File: src/rtl/serial_arith_pkg.sv
// Shared types and helpers for the digit-serial arithmetic blocks.
package serial_arith_pkg;

  typedef enum logic [1:0] {
    ST_IDLE = 2'd0,
    ST_RUN  = 2'd1,
    ST_DONE = 2'd2
  } state_t;

  // Counter width for n digits; never narrower than one bit so N=1 still has a counter.
  function automatic int cnt_width(input int n);
    return (n <= 1) ? 1 : $clog2(n);
  endfunction

endpackage

File: src/rtl/digit_adder.sv
// Combinational DIGIT-bit ripple adder; c_msb exposes the carry into the top bit for overflow.
module digit_adder #(
  parameter int DIGIT = 1
) (
  input  logic [DIGIT-1:0] a,
  input  logic [DIGIT-1:0] b,
  input  logic             cin,
  output logic [DIGIT-1:0] sum,
  output logic             cout,
  output logic             c_msb
);

  logic c;

  always_comb begin
    sum   = '0;
    c_msb = 1'b0;
    c     = cin;
    for (int i = 0; i < DIGIT; i++) begin
      if (i == DIGIT - 1) c_msb = c;
      sum[i] = a[i] ^ b[i] ^ c;
      c      = (a[i] & b[i]) | (a[i] & c) | (b[i] & c);
    end
    cout = c;
  end

endmodule

File: src/rtl/serial_addsub.sv
// Digit-serial adder/subtractor: DIGIT bits per enabled cycle, LSB first, with handshake.
//   state   | meaning
//   IDLE    | waiting for start
//   RUN     | one digit per enabled cycle, N = WIDTH/DIGIT cycles
//   DONE    | result final, done pulses; start here chains the next operation
module serial_addsub
  import serial_arith_pkg::*;
#(
  parameter int WIDTH = 8,
  parameter int DIGIT = 1
) (
  input  logic             clk,
  input  logic             rst_n,
  input  logic             en,
  input  logic             start,
  input  logic             sub,
  input  logic [WIDTH-1:0] a,
  input  logic [WIDTH-1:0] b,
  output logic             busy,
  output logic [DIGIT-1:0] s_digit,
  output logic             s_valid,
  output logic             done,
  output logic [WIDTH-1:0] sum,
  output logic             cout,
  output logic             ovf
);

  localparam int N  = WIDTH / DIGIT;
  localparam int CW = cnt_width(N);

  if ((WIDTH < 2) || (DIGIT < 1) || ((WIDTH % DIGIT) != 0)) begin : g_bad_param
    $error("serial_addsub: DIGIT must divide WIDTH and WIDTH must be >= 2");
  end

  state_t           state_q;
  logic [WIDTH-1:0] opa_q, opb_q, sum_q;
  logic             carry_q, cout_q, ovf_q;
  logic [CW-1:0]    cnt_q;

  logic [DIGIT-1:0]       dsum;
  logic                   dcout, dcmsb;
  logic                   last;
  logic [WIDTH+DIGIT-1:0] sum_cat;
  logic [WIDTH-1:0]       sum_d;

  digit_adder #(.DIGIT(DIGIT)) u_digit_adder (
    .a    (opa_q[DIGIT-1:0]),
    .b    (opb_q[DIGIT-1:0]),
    .cin  (carry_q),
    .sum  (dsum),
    .cout (dcout),
    .c_msb(dcmsb)
  );

  assign last = (cnt_q == CW'(N - 1));

  // New digit enters at the MSB end so the result is LSB-aligned after N shifts.
  assign sum_cat = {dsum, sum_q};
  assign sum_d   = sum_cat[WIDTH+DIGIT-1:DIGIT];

  always_ff @(posedge clk or negedge rst_n) begin
    if (!rst_n) begin
      state_q <= ST_IDLE;
      opa_q   <= '0;
      opb_q   <= '0;
      sum_q   <= '0;
      carry_q <= 1'b0;
      cout_q  <= 1'b0;
      ovf_q   <= 1'b0;
      cnt_q   <= '0;
    end else if (en) begin
      case (state_q)
        ST_RUN: begin
          opa_q   <= opa_q >> DIGIT;
          opb_q   <= opb_q >> DIGIT;
          carry_q <= dcout;
          sum_q   <= sum_d;
          cnt_q   <= cnt_q + 1'b1;
          if (last) begin
            state_q <= ST_DONE;
            cnt_q   <= '0;
            cout_q  <= dcout;
            ovf_q   <= dcout ^ dcmsb;
          end
        end
        ST_IDLE, ST_DONE: begin
          if (start) begin
            state_q <= ST_RUN;
            opa_q   <= a;
            opb_q   <= sub ? ~b : b;
            carry_q <= sub;
            cnt_q   <= '0;
            sum_q   <= '0;
          end else begin
            state_q <= ST_IDLE;
          end
        end
        default: state_q <= ST_IDLE;
      endcase
    end
  end

  assign busy    = (state_q == ST_RUN);
  assign s_valid = busy & en;
  assign s_digit = busy ? dsum : '0;
  assign done    = (state_q == ST_DONE);
  assign sum     = sum_q;
  assign cout    = cout_q;
  assign ovf     = ovf_q;

endmodule
File: config.mk
export PLATFORM = sky130hd
export DESIGN_NAME = serial_addsub
export DESIGN_NICKNAME = d
export VERILOG_FILES = /design/src/rtl/serial_arith_pkg.sv /design/src/rtl/digit_adder.sv /design/src/rtl/serial_addsub.sv
export SDC_FILE = /design/constraint.sdc
export NUM_CORES = 1
export LEC_CHECK = 0
export CAP_MARGIN = 20
export CORE_MARGIN = 3
export CORE_UTILIZATION = 54
export DETAILED_ROUTE_END_ITERATION = 16
export PLACE_DENSITY = 0.89
export RECOVER_POWER = 100
export SLEW_MARGIN = 10
export SYNTH_ARGS = -nofsm -noshare
export SYNTH_HDL_FRONTEND = slang
export SYNTH_SLANG_ARGS = --single-unit
File: constraint.sdc
create_clock -name clk -period 3.3 [get_ports clk]
set_input_delay 0.66 -clock clk [delete_from_list [all_inputs] [get_ports clk]]
set_output_delay 0.66 -clock clk [all_outputs]
set_load 0.005 [all_outputs]
==> key figures <==
Outcome
  – Status: complete, but fails checks
  – Failing checks: max-capacitance violations, max-slew violations

Floorplanning
  – Core Region: 2830 sq um
  – Rows: 19
  – Die Height: slightly above 60 um
  – Io pins: 35
  – Initial core utilization: 58.2%
  – Die Area: 3750 sq um
  – Die W: roughly 61 um

STA
  – Final Slew Violations: 33
  – Total negative slack: 0 ns
  – Fmax: about 360 MHz
  – Slew at the pin closest to its max-slew limit: between 1.5 and 2 ns
  – Fin crit period: 2.75 ns
  – Final setup fails: 0
  – RSZ-0062 raised after global routing: false
  – Final hold vios: 0
  – Crit share post-route: between 80% and 90%
  – Clock skew: 0.00124 ns
  – Max-slew headroom: -9.26%

Critical path
  – Top delay family on crit path: buffers and inverters
  – CP Launch Type: primary input
  – Critical path class: primary input to flip-flop
  – Slowest CP cell: dlygate4sd3_1
  – Setup crit end kind: flip-flop
  – Crit Path Max Fanout: 17
  – CP Cell Sequence: dlygate4sd3_1 > clkbuf_1 > o21a_1 > clkbuf_2 > mux2_2
  – Crit path required time: about 3.5 ns
  – CP max stage delay: about 0.54 ns
  – Worst Path Buf+Inv: 3
  – Arr. time, crit path: a little under 3 ns

Layout
  – Area grow syn2layout: 21.1%
  – Multi-input gate area: 682 sq um
  – Fill cells: between 200 and 250
  – Final net count: 210
  – Register area: 801 sq um
  – Non-filler cells, final: 217
  – Antenna diodes: 0
  – Share of cells above drive strength 1: 12.9%

CTS
  – CTS tree: built
  – Post-CTS setup buffers: 0
  – Post-cts resize count: 0
  – Clock sinks: 32
  – Clock-pin transition on the worst setup and hold timing paths: 0.09 ns
  – Hold_buf cts: 0
  – CTS Buf Count: 5
  – Clk root buf: clkbuf_4
  – Clk buf depth: 2
  – Clk_lat worst skew: around 0.33 ns
  – Htree depth: 2

Detailed routing
  – WL final: 3250 um
  – Routed length per instance: between 10 and 15 um
  – Vias: about 1200
  – DR DRC count: 0
  – Pre-antenna DRT Iters: 4
  – Post-route ant nets: 0
  – Initial drt markers: slightly above 60
  – Vias per inst: 5.58

Pwr
  – Sequential Power Share: 41.4%
  – Pwr dens: 807 nW/um^2
  – Sw Pwr: 0.000580 W
  – Pint: 0.00103 W
  – Comb power frac: 46.1%
  – Leak pwr: 0.922 nW
  – Sw Ratio: 36.0%
  – Clock network power share: between 10% and 20%
  – Peak VDD IR: 0.367 mV

Logic synthesis
  – Seq/Total Area, Yosys: 48.6%
  – Number of flops mapped to enable cells by yosys: 0
  – Post-synth top area cell: dfrtp_1
  – Synth Net Count: 175
  – Commonest cells in the netlist: dfrtp_1 (32), o21ai_0 (23), inv_1 (16), mux2_2 (14)
  – Post-synth ARST share: 100%
  – Number of synthesized register bits: 32
  – Warnings from Yosys: 0
  – Main area contributors after synthesis: dfrtp_1 (49%), mux2_2 (9.6%), o21ai_0 (7.0%)
  – Post-synthesis cell count: 151
  – Most numerous cell in the Yosys netlist: dfrtp_1
  – Unique masters post-synth: 26
  – Synthesized area: 1650 sq um
  – Post-synth top area share: 48.6%
  – Most used DFF post-synth: dfrtp_1
  – Syn avg cell area: 10.9 sq um

GRT
  – First-pass GRT wire length: about 5300 um
  – Vias in the first global route: 1175
  – Total GRT Usage: 19.7%
  – Initial antenna violation count: 0
  – Total gr overflow: 0
  – Largest net degree at the start of global routing: 33

Placed design
  – Post-DP HPWL: 2420 um
  – Port-buffer cells: 34
  – Placed insts: 210
  – Routability Congestion: 0.784

Min path
  – Worst Hold Class: flip-flop to flip-flop

Flow run
  – Maxcap violations: 1
[sequential cells by signal, indices dropped and copies added, names as in the netlist]
signal / count
carry_q: 1
sum: 8
opa_q: 8
opb_q: 8
ovf: 1
cnt_q: 3
cout: 1
state_q: 2
[power groups by stage]
stage	Clock, W	Combinational (W)	Sequential (W)
6_report	0.000202	0.000743	0.000666
5_1_grt	0.000231	0.000836	0.000684
4_1_cts	0.000209	0.000829	0.000670
3_5_place_dp	0	0.000826	0.000676
3_3_place_gp	0	0.000779	0.000659
2_1_floorplan	0	0.000558	0.000640
[per-layer routing]
metal / track usage (%) / share of wire (%) / up-vias
li1: - / - / 577
met1: 23.5 / 42 / 609
met2: 32.0 / 53 / 20
met3: 6.50 / 3.5 / 5
met4: 9.29 / 1.8 / 0
met5: 0 / 0 / -
[final timing paths]
check                            from        to  slack, ns  cells past startpoint
max in group asynchronous       rst_n    sum[3]       1.08                      2
hold reg to reg                  cout      cout       0.50                      2
setup reg to reg           state_q[0]  opa_q[1]       0.98                      4
setup / recovery                   en  opa_q[1]       0.55                      5
hold / removal                   cout      cout       0.50                      2
min in group asynchronous       rst_n  opb_q[4]       1.27                      2
[cell type report]
class	count	area share (%)
clock buffer	6	2.07
tap	31	1.94
inverter	16	3.01
timing repair buffer	39	18.4
multi-input combinational	92	34.2
sequential	32	40.1
clock inverter	1	0.251
[logic make-up (layout without fill, tap and decap cells)]
family                   count (synthesis)  after routing  share of synthesized area [%]
flip-flops                              32             32                           48.6
AO/OA/AOI/OAI                           26             26                           8.12
adder cells (fa/ha/maj)                  3              3                           2.73
XOR/XNOR                                 9              9                           4.78
buffers and inverters                   27             62                           8.20
multiplexers                            23             23                           16.9
AND/OR/NAND/NOR                         31             31                           10.7
[placed cells by master, fill, tap and decap left out, drive strengths merged]
cell type	instances
xor2	1
nand4	10
mux2	20
dfrtp	32
ha	2
a21oi	1
nor2b	3
xnor2	8
dlygate4sd3	15
a31oi	1
nand4b	3
nor2	3
clkbuf	9
or2	1
buf	2
fa	1
o21a	1
clkinv	1
o21ai	23
clkdlybuf4s50	19
mux2i	3
and2	1
inv	16
nand2	10
[per-stage QoR]
stage	setup slack, ns	util [%]	total power (W)	hold slack (ns)	cell area, sq um
2_1_floorplan	1.30	-	0.00120	0.364	1650
3_3_place_gp	0.848	70.3	0.00144	0.462	1990
6_report	0.546	70.5	0.00161	0.495	2000
4_1_cts	0.683	72.0	0.00171	0.507	2040
5_1_grt	0.394	70.5	0.00175	0.532	2000
3_5_place_dp	0.783	70.3	0.00150	0.488	1990
[tightest hold or removal path: stages, from the launching register on]
cell     delay, ns
dfrtp_1       0.35
nand2_1       0.05
o21ai_0       0.06
Note: power is estimated with default switching activity, not from simulation.
